### config.mk
export PLATFORM = sky130hd
export DESIGN_NAME = ccff_bitstream_loader
export DESIGN_NICKNAME = d
export VERILOG_FILES = /design/src/rtl/ccff_loader_pkg.sv /design/src/rtl/ccff_byte_serializer.sv /design/src/rtl/ccff_bitstream_loader.sv
export SDC_FILE = /design/constraint.sdc
export NUM_CORES = 1
export LEC_CHECK = 0
export ABC_AREA = 1
export BUFFER_PORTS_ARGS = -buffer_cell sky130_fd_sc_hd__buf_2
export CAP_MARGIN = 25
export CORE_MARGIN = 3
export CORE_UTILIZATION = 60
export CTS_CLUSTER_DIAMETER = 50
export DETAILED_ROUTE_END_ITERATION = 12
export HOLD_SLACK_MARGIN = 0.08
export PLACE_DENSITY_LB_ADDON = 0.3
export SKIP_CTS_REPAIR_TIMING = 1
export SYNTH_ARGS = -nofsm -noshare
export SYNTH_HDL_FRONTEND = slang
export SYNTH_SLANG_ARGS = --single-unit
### constraint.sdc
create_clock -name prog_clk -period 3.96 [get_ports prog_clk]
set_input_delay 0.792 -clock prog_clk [delete_from_list [all_inputs] [get_ports prog_clk]]
set_output_delay 0.792 -clock prog_clk [all_outputs]
set_load 0.03 [all_outputs]
### src/rtl/ccff_loader_pkg.sv
// ccff_loader_pkg: shared state encoding, default sentinel and counter sizing for the chain loader.
package ccff_loader_pkg;
    typedef enum logic [2:0] {IDLE, SENT, LOAD, DONE, ERROR} state_t;
    localparam logic [7:0] DEFAULT_SENTINEL = 8'hA5;
    function automatic int cnt_width(input int chain_len);
        return $clog2(chain_len + 9);
    endfunction
endpackage

### src/rtl/ccff_byte_serializer.sv
// ccff_byte_serializer: 8-bit parallel-in, MSB-first serial-out register with a remaining-bit count.
module ccff_byte_serializer (
    input  logic       prog_clk,
    input  logic       prog_reset,
    input  logic       load_i,
    input  logic [7:0] data_i,
    input  logic       shift_i,
    input  logic       flush_i,
    output logic       bit_o,
    output logic       empty_o,
    output logic       last_o
);
    logic [7:0] sr_q, sr_d;
    logic [3:0] cnt_q, cnt_d;
    // A load coinciding with the last bit's shift replaces it, giving back-to-back bytes.
    always_comb begin
        sr_d  = flush_i ? sr_q : load_i ? data_i : shift_i ? {sr_q[6:0], 1'b0} : sr_q;
        cnt_d = flush_i ? 4'd0 : load_i ? 4'd8 : shift_i ? cnt_q - 4'd1 : cnt_q;
    end
    always_ff @(posedge prog_clk or negedge prog_reset) begin
        if (!prog_reset) begin
            sr_q  <= '0;
            cnt_q <= '0;
        end else begin
            sr_q  <= sr_d;
            cnt_q <= cnt_d;
        end
    end
    assign bit_o   = sr_q[7];
    assign empty_o = cnt_q == 4'd0;
    assign last_o  = cnt_q == 4'd1;
endmodule

### src/rtl/ccff_bitstream_loader.sv
// ccff_bitstream_loader: shifts a sentinel then the host bitstream into the config chain and
// verifies the sentinel returning at the chain tail before reporting done.
module ccff_bitstream_loader
    import ccff_loader_pkg::*;
#(
    parameter int         CHAIN_LEN = 4096,
    parameter logic [7:0] SENTINEL  = DEFAULT_SENTINEL,
    parameter int         CNT_W     = cnt_width(CHAIN_LEN)
) (
    input  logic             prog_clk,
    input  logic             prog_reset,
    input  logic             start,
    input  logic [7:0]       s_data,
    input  logic             s_valid,
    output logic             s_ready,
    output logic             ccff_head,
    output logic             ccff_shift_en,
    input  logic             ccff_tail,
    output logic             busy,
    output logic             done,
    output logic             error,
    output logic [CNT_W-1:0] shift_count
);
    localparam logic [CNT_W-1:0] LEN_C  = CNT_W'(CHAIN_LEN);
    localparam logic [CNT_W-1:0] LAST_C = CNT_W'(CHAIN_LEN + 7);
    localparam logic [CNT_W-1:0] MAX_C  = CNT_W'(CHAIN_LEN + 8);
    localparam logic [CNT_W-1:0] SEN7_C = CNT_W'(7);

    state_t           state_q, state_d;
    logic [CNT_W-1:0] cnt_q, cnt_d;
    logic             mismatch_q, mismatch_d, head_q;
    logic             ser_bit, ser_empty, ser_last;
    logic             in_sent, in_load, accept, final_shift, starting, tail_bad;
    logic [2:0]       sent_idx, tail_idx;

    assign in_sent       = state_q == SENT;
    assign in_load       = state_q == LOAD;
    assign busy          = in_sent || in_load;
    assign done          = state_q == DONE;
    assign error         = state_q == ERROR;
    assign ccff_shift_en = in_sent || (in_load && !ser_empty);
    assign sent_idx      = 3'd7 - cnt_q[2:0];
    assign tail_idx      = 3'd7 - (cnt_q[2:0] - LEN_C[2:0]);
    // The head keeps its last driven level whenever the chain is not advancing.
    assign ccff_head     = !ccff_shift_en ? head_q : in_sent ? SENTINEL[sent_idx] : ser_bit;
    assign final_shift   = in_load && ccff_shift_en && cnt_q == LAST_C;
    assign s_ready       = in_load && (ser_empty || (ser_last && ccff_shift_en)) && !final_shift;
    assign accept        = s_valid && s_ready;
    assign starting      = start && !busy;
    assign tail_bad      = ccff_shift_en && cnt_q >= LEN_C && ccff_tail != SENTINEL[tail_idx];

    always_comb begin
        state_d    = state_q;
        cnt_d      = starting ? '0 : (ccff_shift_en && cnt_q != MAX_C) ? cnt_q + 1'b1 : cnt_q;
        mismatch_d = starting ? 1'b0 : mismatch_q || tail_bad;
        case (state_q)
            IDLE, DONE, ERROR: state_d = start ? SENT : state_q;
            SENT:              state_d = cnt_q == SEN7_C ? LOAD : SENT;
            LOAD:              state_d = !final_shift ? LOAD : mismatch_d ? ERROR : DONE;
            default:           state_d = IDLE;
        endcase
    end

    always_ff @(posedge prog_clk or negedge prog_reset) begin
        if (!prog_reset) begin
            state_q    <= IDLE;
            cnt_q      <= '0;
            mismatch_q <= 1'b0;
            head_q     <= 1'b0;
        end else begin
            state_q    <= state_d;
            cnt_q      <= cnt_d;
            mismatch_q <= mismatch_d;
            head_q     <= ccff_head;
        end
    end

    assign shift_count = cnt_q;

    ccff_byte_serializer u_ser (
        .prog_clk  (prog_clk),
        .prog_reset(prog_reset),
        .load_i    (accept),
        .data_i    (s_data),
        .shift_i   (in_load && ccff_shift_en),
        .flush_i   (final_shift),
        .bit_o     (ser_bit),
        .empty_o   (ser_empty),
        .last_o    (ser_last)
    );
endmodule

==> reports/results.ini <==
[logic_synthesis]
ys_async_sr_fraction_pct=100
synth_top_flop_cell=sky130_fd_sc_hd__dfrtp_1
post_synth_main_area_contributors=sky130_fd_sc_hd__dfrtp_1, sky130_fd_sc_hd__nand2_1, sky130_fd_sc_hd__inv_1, sky130_fd_sc_hd__nand3_1, sky130_fd_sc_hd__nor2_1
share_of_synthesized_area_occupied_by_flip_flops_and_latches_pct=41.2
synthesis.nets=271
synth_enable_flop_cells=0
synth.most_common_cell=sky130_fd_sc_hd__nand2_1
synth_warnings=0
synth.top_cells.by_count=sky130_fd_sc_hd__nand2_1, sky130_fd_sc_hd__inv_1, sky130_fd_sc_hd__dfrtp_1
netlist-cell-type-count=26
netlist.area_leader.share_pct=41.2
synthCells=253
syn_area_per_cell_um2=7.21
synth_area_mm2=0.00182
synth_top_cell_by_area=sky130_fd_sc_hd__dfrtp_1
synth-seq-cells=30

[place]
routabilityCongestion=0.876
port_buffers=31
dp_cells=312
hpwl_um=2880

[sta]
finalHoldViolCount=0
fraction_of_the_cycle_the_final_worst_path_needs_pct=71.4
rsz0062_at_grt=false
tightest_slew_ps=640
clock-skew-final_ps=7.20
report.final.setup_viol=0
maxSlewViolCount=0
relative_slew_slack_pct=57.3
totalNegativeSetupSlack_ps=0
maxClockFrequency_ghz=0.354
min_period_ps=2830

[die]
die_height_um=61.1
num_io_pins=32
core_mm2=0.00283
initial_cell_density_of_the_core_pct=64.5
placementRows=19
die_area_mm2=0.00374
fp.dieW_um=61.1

[setup_path]
critPathKind=flop to output pin
timing.critical_path.depth=7
crit_required_ps=3170
cp_slowest_stage_delay_ps=490
path_depth_of_the_worst_reg2reg_path=8
crit_chain=ha_1 > nand3_1 > nor2_1 > nand3_2 > inv_1 > nor4_1 > buf_2
critPathSlowestCell=sky130_fd_sc_hd__dfrtp_1
worst_setup_path_start_kind=flop
end_kind=output pin
critical_path.max_fanout=9
crit_family=simple AND/OR/NAND/NOR gates
critical_path.n_buffers_inverters=2
crit_arrival_ps=2040
timing.reg2reg.setup_slack_ps=1910

[global_routing]
grt_start_max_net_pins=31
globalRouteOverflowTotal=0
grt_pass1_wl_um=6230
use_met3_pct=7.13
grt.total_usage_pct=23.1
number_of_global_route_vias_before_repair=1366
gr-usage-met2_pct=30.8
grt_busiest_layer=met1
fraction_of_met1_tracks_used_by_global_routing_pct=34.4
antenna_found_initial=0

[routing]
totalWireLength_um=3850
detail_route.vias_per_cell=5.45
drc=0
avgRoutedWirePerCell_um=12.1
detail-route-antenna-nets=0
num_vias=1738
first_iter_violations=107
firstDrtPassIters=4

[cts]
cts_buffers=5
ctsHtreeMaxLevel=2
clk_pin_slew_worst_paths_ps=90
clockRootBuffer=sky130_fd_sc_hd__clkbuf_4
clock_insertion_delay_worst_skew_ps=330
cts_tree=built
cts.sinks=30
cts.path.max_buffers=2

[final_layout]
antennaDiodeCount=0
area.growth.synth_to_final_pct=12.0
fillers=247
final_cell_count_no_fill=319
nNetsFinal=306
layout-drive-gt1-share_pct=15.3

[outcome]
status=finished clean

[job]
maxCapViolCount=0

[power_and_ir_drop]
total_leakage_power_nw=1.10
power.density_mw_per_mm2=625
vdd_drop_max_mv=0.369

[hold_path]
hold_path_class=input pin to async pin

-- logic make-up after synthesis --
logic type	count (synthesis)	share of synthesized area [%]
AND/OR/NAND/NOR	138	34.6
buffers and inverters	46	9.94
flip-flops	30	41.2
AO/OA/AOI/OAI	29	8.44
XOR/XNOR	5	2.40
adder cells (fa/ha/maj)	5	3.43
-- worst reg2reg max path, delay by kind of cell, from the launching register on --
family	cells	cell delay, ps
DFF	1	420
adders and majority gates	1	160
and+or+nand+nor	4	940
buffers and inverters	1	100
AOI/OAI and AO/OA	2	340
-- stage by stage --
stage                     util [%]  hold slack [ps]  setup WS, ps  total power [mW]  instance area (um2)
final                         72.2              473          1130              1.28                 2040
after global routing          72.2              492           990              1.40                 2040
after CTS                     72.2              480          1140              1.28                 2040
after floorplan                  -              449          1080             0.951                 1820
after global placement        70.6              482          1570              1.10                 2000
after detailed placement      70.6              482          1530              1.11                 2000
-- sequential cells by signal (all words and copies together), names as in the netlist --
name	cells
mismatch_q	1
u_ser.sr_q	8
shift_count	13
head_q	1
u_ser.cnt_q	4
state_q	3
-- final timing paths --
kind | startpoint | end
setup reg to reg | u_ser.cnt_q[0] | u_ser.cnt_q[2]
hold / removal | prog_reset | mismatch_q
hold reg to reg | u_ser.sr_q[7] | u_ser.sr_q[7]
setup / recovery | shift_count[0] | s_ready
max in group asynchronous | prog_reset | state_q[0]
min in group prog_clk | u_ser.sr_q[7] | u_ser.sr_q[7]
-- cells in the final DEF, fill, tap and decap left out, drive strengths merged, types with 5 or more instances in the layout --
cell type / instances
o21ai: 20
inv: 43
clkbuf: 7
nand4: 12
nor3: 7
nor2: 28
nand2: 63
a21oi: 6
dfrtp: 30
ha: 5
nand3: 27
buf: 31
-- final cells by class --
| cell class | instances | area, um2 | share of cell area [%] |
|---|---|---|---|
| multi-input combinational | 177 | 892 | 43.7 |
| sequential | 30 | 751 | 36.7 |
| inverter | 43 | 161 | 7.90 |
| timing repair buffer | 31 | 155 | 7.59 |
| clock buffer | 7 | 45.0 | 2.20 |
| tap | 31 | 38.8 | 1.90 |
-- routing by layer --
metal,up-vias,share of wire [%]
met4,0,2.0
met5,-,0
met1,786,50
met2,58,41
met3,9,7.2
li1,885,-
-- power breakdown --
part	internal [mW]	total (mW)	switching, mW
registers	0.401	0.479	0.0777
clock network	0.0667	0.165	0.0980
logic	0.188	0.633	0.446
No activity file was read; power rests on OpenSTA's default activity.
